===== src/rtl/if_stage_pipeline_reg.sv =====
// Instruction-fetch stage for the 5-stage MIPS pipeline: PC register, IF/ID pipeline
// register, and saturating stall/flush event counters for performance debug.
module if_stage_pipeline_reg #(
    parameter logic [31:0] RESET_PC  = 32'h0040_0000,
    parameter int unsigned CNT_WIDTH = 16
) (
    input  logic                 clk,
    input  logic                 reset,
    input  logic                 Stall,
    input  logic                 Flush,
    input  logic [31:0]          BranchTarget,
    input  logic [31:0]          Instruction_i,
    output logic [31:0]          PC_o,
    output logic [31:0]          IF_ID_Instruction,
    output logic [31:0]          IF_ID_PCPlus4,
    output logic                 IF_ID_Valid,
    output logic [4:0]           IF_ID_RegisterRs,
    output logic [4:0]           IF_ID_RegisterRt,
    output logic [CNT_WIDTH-1:0] StallCount,
    output logic [CNT_WIDTH-1:0] FlushCount
);

    localparam logic [CNT_WIDTH-1:0] CntMax = '1;

    logic [31:0] pcPlus4;
    assign pcPlus4 = PC_o + 32'd4;

    // Reset first, then Flush beats Stall, then normal advance.
    always_ff @(posedge clk) begin
        if (!reset) begin
            PC_o              <= RESET_PC;
            IF_ID_Instruction <= 32'd0;
            IF_ID_PCPlus4     <= 32'd0;
            IF_ID_Valid       <= 1'b0;
            StallCount        <= '0;
            FlushCount        <= '0;
        end else if (Flush) begin
            PC_o              <= {BranchTarget[31:2], 2'b00};
            IF_ID_Instruction <= 32'd0;
            IF_ID_PCPlus4     <= 32'd0;
            IF_ID_Valid       <= 1'b0;
            if (FlushCount != CntMax) begin
                FlushCount <= FlushCount + CNT_WIDTH'(1);
            end
        end else if (Stall) begin
            if (StallCount != CntMax) begin
                StallCount <= StallCount + CNT_WIDTH'(1);
            end
        end else begin
            PC_o              <= pcPlus4;
            IF_ID_Instruction <= Instruction_i;
            IF_ID_PCPlus4     <= pcPlus4;
            IF_ID_Valid       <= 1'b1;
        end
    end

    // A bubble reads as $0/$0; the hazard unit qualifies matches with IF_ID_Valid.
    assign IF_ID_RegisterRs = IF_ID_Instruction[25:21];
    assign IF_ID_RegisterRt = IF_ID_Instruction[20:16];

endmodule


===== config.mk =====
export PLATFORM = sky130hd
export DESIGN_NAME = if_stage_pipeline_reg
export DESIGN_NICKNAME = d
export VERILOG_FILES = /design/src/rtl/if_stage_pipeline_reg.sv
export SDC_FILE = /design/constraint.sdc
export NUM_CORES = 1
export LEC_CHECK = 0
export CAP_MARGIN = 15
export CORE_UTILIZATION = 32
export DETAILED_ROUTE_END_ITERATION = 16
export SLEW_MARGIN = 25
export SYNTH_ARGS = -nofsm -noshare
export SYNTH_HDL_FRONTEND = slang
export SYNTH_SLANG_ARGS = --single-unit

===== constraint.sdc =====
create_clock -name clk -period 2.9 [get_ports clk]
set_input_delay 0.58 -clock clk [delete_from_list [all_inputs] [get_ports clk]]
set_output_delay 0.58 -clock clk [all_outputs]
set_load 0.02 [all_outputs]

==> results.sh <==
export IMPL_netlist_area_um2=5660
export IMPL_grt_overflow_total=0
export IMPL_dp_hpwl_um=11700
export IMPL_die_x_um=135
export IMPL_die_area_um2=18200
export IMPL_synth_edf_count=0
export IMPL_hp_start="IF_ID_PCPlus4[20]$_SDFFE_PP0N_"
export IMPL_finalCritPeriodShare=0.765
export IMPL_final_cell_mix="clkdlybuf4s50_1, dfxtp_1, o21ai_0, nand2_1, nor2_1"
export IMPL_ys_flop_type="dfxtp_1"
export IMPL_drtPass1Iterations=4
export IMPL_cts_hold_buf=0
export IMPL_yosysSeqAreaShare=0.442
export IMPL_rr_startpoint="PC_o[2]$_SDFFE_PN0N_"
export IMPL_path_buf_inv=1
export IMPL_ys_ff_latch=125
export IMPL_postLayoutCellArea_um2=8290
export IMPL_track_usage=0.185
export IMPL_grt_pass1_wl_um=26500
export IMPL_num_vias=5277
export IMPL_whs_path_depth=2
export IMPL_reg2reg_slack_ns=0.78
export IMPL_numPortBuffers=200
export IMPL_endpoint_kind="output port"
export IMPL_drv_cap=0
export IMPL_ctsLongestPathBuffers=2
export IMPL_p_sw_uw=1060
export IMPL_ctsResizeCount=0
export IMPL_fmax_ghz=0.451
export IMPL_drive_above_1_share=0.0630
export IMPL_reg2reg_to="IF_ID_PCPlus4[26]$_SDFFE_PP0N_"
export IMPL_setup_slack_ns=0.681
export IMPL_r2r_cells=7
export IMPL_slew_headroom=0.585
export IMPL_via_per_inst=5.02
export IMPL_routedWlPerCell_um=16.0
export IMPL_critical_path_max_fanout=7
export IMPL_h_tree_depth=4
export IMPL_nets=884
export IMPL_hold_path_end="IF_ID_PCPlus4[20]$_SDFFE_PP0N_"
export IMPL_syn2layout_area_growth_pct=46.5
export IMPL_detailed_place_area_um2=7760
export IMPL_final_common_cell="clkdlybuf4s50_1"
export IMPL_num_io_pins=207
export IMPL_routed_wl_um=16800
export IMPL_intPower_uw=3220
export IMPL_place_ws_ns=0.372
export IMPL_cts_setup_buffers=0
export IMPL_initial_core_util=0.327
export IMPL_clk_latency_ns=0.41
export IMPL_avgSynthCellArea_um2=8.86
export IMPL_powerDensity_nw_per_um2=517
export IMPL_drc=0
export IMPL_grt_max_degree=63
export IMPL_slowest_stage="clkdlybuf4s50_1"
export IMPL_cpLargestDelayFamily="buffers and inverters"
export IMPL_core_area_um2=17300
export IMPL_synth_cells=639
export IMPL_hold_viol=0
export IMPL_cts_root_buf="clkbuf_16"
export IMPL_ys_types=51
export IMPL_status="complete, no violations"
export IMPL_skew_ns=0.00622
export IMPL_crit_type="reg2out"
export IMPL_first_iter_violations=190
export IMPL_crit_required_ns=2.32
export IMPL_min_period_ns=2.22
export IMPL_diodes=0
export IMPL_cts_tree="done"
export IMPL_worstPathArrival_ns=1.64
export IMPL_worst_pin_slew_ns=0.618
export IMPL_p_leak_uw=0.00287
export IMPL_slew_viol_final=0
export IMPL_vdd_drop_max_uv=379
export IMPL_antenna_found_initial=0
export IMPL_die_h_um=135
export IMPL_comb_power_share=0.115
export IMPL_cp_start_kind="register"
export IMPL_cts_clk_slew_worst_paths_ns=0.06
export IMPL_finalSetupViolations=0
export IMPL_numCtsBuffers=17
export IMPL_async_reset_ff_frac=0
export IMPL_sw_frac_of_total=0.248
export IMPL_grt_pass1_vias=5186
export IMPL_fin_tns_setup_ns=0
export IMPL_rows=48
export IMPL_hold_class="reg2reg"
export IMPL_synth_warnings=0
export IMPL_cpPeakStageDelay_ns=0.68
export IMPL_cts_sinks=125
export IMPL_worstPathCellList="clkdlybuf4s50_1"
export IMPL_postRouteAntennaNets=0
export IMPL_grt_setup_unrepaired="no"
export IMPL_p_clk_frac=0.453
export IMPL_seq_power_share=0.433
export IMPL_gp_congestion=0.843
[flip-flops by register name, indices dropped and copies added (netlist names)]
| register | cells |
|---|---|
| FlushCount | 16 |
| IF_ID_Instruction | 32 |
| IF_ID_PCPlus4 | 30 |
| IF_ID_Valid | 1 |
| PC_o | 30 |
| StallCount | 16 |
[layer usage]
metal / track usage / routed length [µm] / vias to the layer above
met2: 0.316 / 8250 / 140
met1: 0.224 / 7410 / 2519
met4: 0.0618 / 228 / 0
li1: - / - / 2598
met5: 0 / 0 / -
met3: 0.0499 / 881 / 20
[Yosys cell counts, types with 10 or more instances]
library cell / count / area, µm²
a22o_1: 34 / 298
clkbuf_1: 32 / 120
nand3_1: 32 / 160
xor2_1: 36 / 315
o21ai_0: 58 / 290
a21oi_1: 28 / 140
and4_1: 10 / 87.6
nor3_1: 14 / 70.1
nor2_1: 52 / 195
xnor2_1: 36 / 315
dfxtp_1: 125 / 2500
buf_4: 15 / 113
nand4_1: 24 / 150
nand2_1: 52 / 195
[worst max-delay path by stage]
stage / from / to / slack, ns / cells after the start
after floorplan: PC_o[2]$_SDFFE_PN0N_ / PC_o[24]$_SDFFE_PN0N_ / 0.93 / 8
after global placement: Stall / StallCount[14]$_SDFFE_PN0P_ / 0.38 / 7
after detailed placement: Stall / StallCount[12]$_SDFFE_PN0P_ / 0.37 / 7
after CTS: PC_o[14]$_SDFFE_PN0N_ / PC_o[14] / 0.67 / 1
after global routing: Stall / StallCount[10]$_SDFFE_PN0P_ / 0.58 / 7
final: PC_o[14]$_SDFFE_PN0N_ / PC_o[14] / 0.68 / 1
[power by group through the flow]
stage                     clock, µW  combinational (µW)  sequential (µW)
after detailed placement          0                 492             1890
after global routing           2070                 526             1860
after CTS                      1990                 495             1850
after global placement            0                 488             1890
after floorplan                   0                 179             1940
final                          1940                 491             1860
[through the flow]
| step | total power [µW] | hold slack (ns) | instances | util |
|---|---|---|---|---|
| 6_report | 4290 | 0.443 | 1051 | 0.480 |
| 5_1_grt | 4460 | 0.476 | 1051 | 0.480 |
| 4_1_cts | 4340 | 0.448 | 1051 | 0.480 |
| 3_5_place_dp | 2380 | 0.440 | 1019 | 0.449 |
| 3_3_place_gp | 2380 | 0.438 | 1019 | 0.449 |
| 2_1_floorplan | 2120 | 0.523 | 642 | - |
[tightest hold or removal path: stages, from the launching register on]
cell,delay (ns)
dfxtp_1,0.31
nand2_1,0.05
o21ai_1,0.05
[area by class of cell]
class                   count  area (µm²)
fillers                  1659        9000
multi-input cells         453        2850
flip-flops and latches    125        2500
repair buffers            211        2110
clock buffers              24         462
well taps                 225         282
clock inverters             8        67.6
inverters                   5        18.8
[cells by family (layout without fill, tap and decap cells)]
logic type | after synthesis | after routing | share of synthesized area
simple gates | 226 | 226 | 0.216
compound gates | 145 | 145 | 0.160
flops | 125 | 125 | 0.442
xor+xnor | 72 | 72 | 0.111
buf+inv | 64 | 248 | 0.0581
fa+ha+maj | 3 | 3 | 0.00663
mux | 3 | 3 | 0.00530
other cells | 1 | 4 | 0.000662
(Power assumes the default switching activity.)
